==> src/rtl/mux_scan_ctrl.sv <==
// Scan sequencer for an 8:1 mux. It steps sel through channels 0..7, samples mux_y at the end of
// each dwell, and publishes an 8-bit frame. MUX_SCAN_PARITY_EN adds an even-parity bit on frame.
module mux_scan_ctrl #(
   parameter int DWELL_CYCLES = 4,
   parameter int CNT_W        = 8
) (
   input  logic       clk,
   input  logic       rst_n,
   input  logic       start,
   input  logic       continuous,
   input  logic       mux_y,
   output logic [2:0] sel,
   output logic       busy,
   output logic       sample_valid,
   output logic [2:0] sample_ch,
   output logic       sample_bit,
   output logic [7:0] frame,
`ifdef MUX_SCAN_PARITY_EN
   output logic       frame_parity,
`endif
   output logic       frame_valid
);

   localparam logic [CNT_W-1:0] RELOAD = CNT_W'(DWELL_CYCLES - 1);

   typedef enum logic {
      IDLE = 1'b0,
      SCAN = 1'b1
   } state_t;

   state_t           state_reg;
   logic [CNT_W-1:0] cnt_reg;
   logic [7:0]       shadow_reg;
   logic [7:0]       shadow_next;
   logic [7:0]       frame_next;
   logic             capture;

   assign capture = (state_reg == SCAN) && (cnt_reg == '0);

   // Only the channel currently on sel is overwritten at a capture.
   genvar gi;
   generate
      for (gi = 0; gi < 8; gi++) begin : g_shadow
         assign shadow_next[gi] = (capture && (sel == 3'(gi))) ? mux_y : shadow_reg[gi];
      end
   endgenerate

   // Channel 7 comes straight from mux_y so the frame is complete on the capture edge.
   assign frame_next = {mux_y, shadow_reg[6:0]};

   always_ff @(posedge clk) begin
      if (!rst_n) begin
         state_reg    <= IDLE;
         cnt_reg      <= '0;
         shadow_reg   <= '0;
         sel          <= '0;
         busy         <= 1'b0;
         sample_valid <= 1'b0;
         sample_ch    <= '0;
         sample_bit   <= 1'b0;
         frame        <= '0;
         frame_valid  <= 1'b0;
`ifdef MUX_SCAN_PARITY_EN
         frame_parity <= 1'b0;
`endif
      end else begin
         sample_valid <= 1'b0;
         frame_valid  <= 1'b0;
         case (state_reg)
            IDLE: begin
               sel <= '0;
               if (start) begin
                  state_reg <= SCAN;
                  cnt_reg   <= RELOAD;
                  busy      <= 1'b1;
               end
            end
            SCAN: begin
               if (cnt_reg != '0) begin
                  cnt_reg <= cnt_reg - 1'b1;
               end else begin
                  shadow_reg   <= shadow_next;
                  sample_valid <= 1'b1;
                  sample_ch    <= sel;
                  sample_bit   <= mux_y;
                  cnt_reg      <= RELOAD;
                  if (sel != 3'd7) begin
                     sel <= sel + 3'd1;
                  end else begin
                     frame       <= frame_next;
                     frame_valid <= 1'b1;
`ifdef MUX_SCAN_PARITY_EN
                     frame_parity <= ^frame_next;
`endif
                     sel <= '0;
                     // continuous is only looked at here, so a frame in flight always completes.
                     if (!continuous) begin
                        state_reg <= IDLE;
                        busy      <= 1'b0;
                     end
                  end
               end
            end
            default: state_reg <= IDLE;
         endcase
      end
   end

endmodule

==> config.mk <==
export PLATFORM = sky130hd
export DESIGN_NAME = mux_scan_ctrl
export DESIGN_NICKNAME = d
export VERILOG_FILES = /design/src/rtl/mux_scan_ctrl.sv
export SDC_FILE = /design/constraint.sdc
export NUM_CORES = 1
export LEC_CHECK = 0
export CORE_AREA = 5 5 62 64
export CTS_BUF_LIST = sky130_fd_sc_hd__clkbuf_8
export DETAILED_ROUTE_END_ITERATION = 8
export DIE_AREA = 0 0 67 69
export GPL_TIMING_DRIVEN = 1
export PLACE_DENSITY_LB_ADDON = 0.2
export SYNTH_ARGS = -nofsm -noshare
export SYNTH_HDL_FRONTEND = slang
export SYNTH_SLANG_ARGS = --single-unit
==> constraint.sdc <==
create_clock -name clk -period 2.2 [get_ports clk]
set_input_delay 0.22 -clock clk [delete_from_list [all_inputs] [get_ports clk]]
set_output_delay 0.22 -clock clk [all_outputs]
set_load 0.005 [all_outputs]
==> flow_summary.ini <==
[status]
status = complete, no violations

[setup_path]
critPathTopFamily = simple AND/OR/NAND/NOR gates
cpPeakStageDelay_ns = 0.39
required_ns = 2.36
cp-end-kind = flop
critPathKind = flop to flop
cp_max_fo = 12
worst_path_max_delay_cell = nor4b_4
crit_path_cell_trace = inv_1 > ha_1 > nor4b_4 > and3_4 > mux2i_1 > nor2_1
arrival_ns = 1.92
cp-start-kind = flop
critPathBufInv = 1

[die]
die_w_um = 67
rows = 21
die_area_um2 = 4620
coreArea_um2 = 3230
initial_utilization_pct = 46.0
ioPinCount = 23
die_y_um = 69

[yosys]
yosysUniqueCellTypes = 34
synth-edff-count = 0
synth_area_per_cell_um2 = 9.34
synth_cells = 159
ys.flop_type = dfxtp_1
netlist.area_leader.share_pct = 45.8
yosys_register_bits = 34
yosys_warnings = 0
synth_top_area_cell = dfxtp_1
syn_nets = 172
synth_area_um2 = 1490
ys_seq_area_share_pct = 45.8
async_reset_ff_share_pct = 0
synth_area_leaders = dfxtp_1 46%, mux2i_1 7.4%, ha_1 6.7%

[power]
power.switching_mw = 0.330
max-vdd-ir-drop_mv = 0.343
p_per_area_nw_per_um2 = 757
seqPwrFrac_pct = 47.2
p_sw_share_pct = 23.6
p_comb_share_pct = 11.5
p_leak_nw = 0.717
power_frac_clock_pct = 41.3
p_int_mw = 1.07

[timing]
fin_skew_ns = 0.00573
hold_viol_final = 0
fin_tns_setup_ns = 0
whs_ns = 0.457
rsz0062_at_grt = false
setup_violations = 0
period_share_pct = 80.2
slew_violations = 0
min_period_ns = 1.76
slew_headroom_pct = 60.0
worst_slew_pin_slew_ns = 0.594
fmax_mhz = 567

[min_path]
hold_path.class = flop to flop

[route]
first_pass_iters = 4
wl_per_cell_um = 12.9
ant_nets = 0
wl_mm = 2.97
drc = 0
drt_iter0_drc = 78
num_vias = 1183
vias_per_cell = 5.14

[final_layout]
n_antenna_cell = 0
fill_cells = 288
syn_to_final_growth_pct = 24.5
final_nets = 197
drive_above_1_share_pct = 10.3
instances_no_fill = 230

[global_routing]
grt_use_total_pct = 14.7
grt_pass1_vias = 1182
grt_max_degree = 22
grt_overflow_total = 0
grt_pass1_wl_mm = 5.31
antenna_found_initial = 0

[clocking]
post_cts_resized = 0
holdBufCountCts = 0
clk_pin_slew_ns = 0.07
h-tree-depth = 2
cts_tree = built
root_buffer = clkbuf_8
insertion_delay_ns = 0.28
cts_made_buffers = 5
post_cts_buffers = 0
cts.path.max_buffers = 2
clkSinkCount = 34

[run]
maxCapViolations = 0

[placement]
portBuffers = 22
place.gp.congestion = 0.871
dpl.hpwl_mm = 2.17
dp_cells = 223
## kinds of logic (layout without fill, tap and decap cells)
family | Yosys count | in the layout | share of synthesized area (%)
AOI/OAI and AO/OA | 25 | 25 | 10.1
xor gates and xnor gates | 1 | 1 | 0.590
adders and majority gates | 8 | 8 | 6.74
buffers and inverters | 16 | 41 | 5.31
DFF | 34 | 34 | 45.8
muxes | 11 | 11 | 7.41
and+or+nand+nor | 64 | 64 | 24.0
## cell type report
class | instances | area [um^2] | share of cell area, %
inverters | 10 | 37.5 | 2.03
multi-input cells | 109 | 726 | 39.2
well taps | 46 | 57.6 | 3.11
clock inverters | 1 | 30.0 | 1.62
repair buffers | 24 | 235 | 12.7
clock buffers | 6 | 82.6 | 4.47
flip-flops and latches | 34 | 681 | 36.8
## metal layers
layer	part of all wire [%]	track usage, %	up-vias
met2	47	22.2	22
met5	0	0	-
met1	46	18.4	552
met3	5.0	5.19	5
li1	-	-	604
met4	1.7	6.98	0
## cells in the final DEF (no fill, tap or decap), types with 2 or more instances in the layout
cell,instances
clkbuf_8,6
clkdlybuf4s50_1,22
nand3_2,4
nor2_1,14
mux2i_1,11
o21ai_0,9
nand3_1,16
a21oi_1,5
dfxtp_1,34
nand2_1,15
ha_1,8
nor3_1,4
buf_4,2
o21ai_1,2
nor3b_1,2
a211oi_1,2
inv_1,10
## worst register-to-register path: stages (launching register included)
cell and delay, ns:
dfxtp_1 0.34, inv_1 0.09, ha_1 0.17, nor4b_4 0.39, and3_4 0.38, mux2i_1 0.22, nor2_1 0.05
## power groups by stage
stage                     registers (mW)  logic, mW  clock network [mW]
final                              0.661      0.160               0.578
after global routing               0.664      0.181               0.615
after floorplan                    0.667      0.124                   0
after global placement             0.673      0.156                   0
after detailed placement           0.674      0.159                   0
after CTS                          0.661      0.161               0.590
## synthesized netlist by cell type, types with 2 or more instances
cell type and count:
o21ai_1 2, a211oi_1 2, nor3b_1 2, inv_1 10, nor3_1 4, mux2i_1 11, clkbuf_1 3, nor2_1 14
buf_2 2, nand3_1 16, dfxtp_1 34, o21ai_0 9, a21oi_1 5, nand2_1 15, ha_1 8, nand3_2 4
## per-stage QoR
step	setup WS (ns)	power, mW	area (um^2)	utilization [%]
after floorplan	0.597	0.791	1490	-
after global placement	0.524	0.829	1740	53.7
after detailed placement	0.461	0.833	1740	53.7
after CTS	0.419	1.41	1850	57.2
after global routing	0.256	1.46	1850	57.2
final	0.436	1.40	1850	57.2
## final timing paths
| kind | start | end | slack, ns | cells after the start |
|---|---|---|---|---|
| setup reg to reg | cnt_reg[0]$_SDFFE_PN0P_ | sample_ch[1]$_SDFFE_PN0P_ | 0.44 | 6 |
| hold / removal | frame[6]$_SDFFE_PN0P_ | frame[6]$_SDFFE_PN0P_ | 0.46 | 2 |
| hold reg to reg | frame[6]$_SDFFE_PN0P_ | frame[6]$_SDFFE_PN0P_ | 0.46 | 2 |
| setup / recovery | cnt_reg[0]$_SDFFE_PN0P_ | sample_ch[1]$_SDFFE_PN0P_ | 0.44 | 6 |
Power figures use the tool's default switching activity.
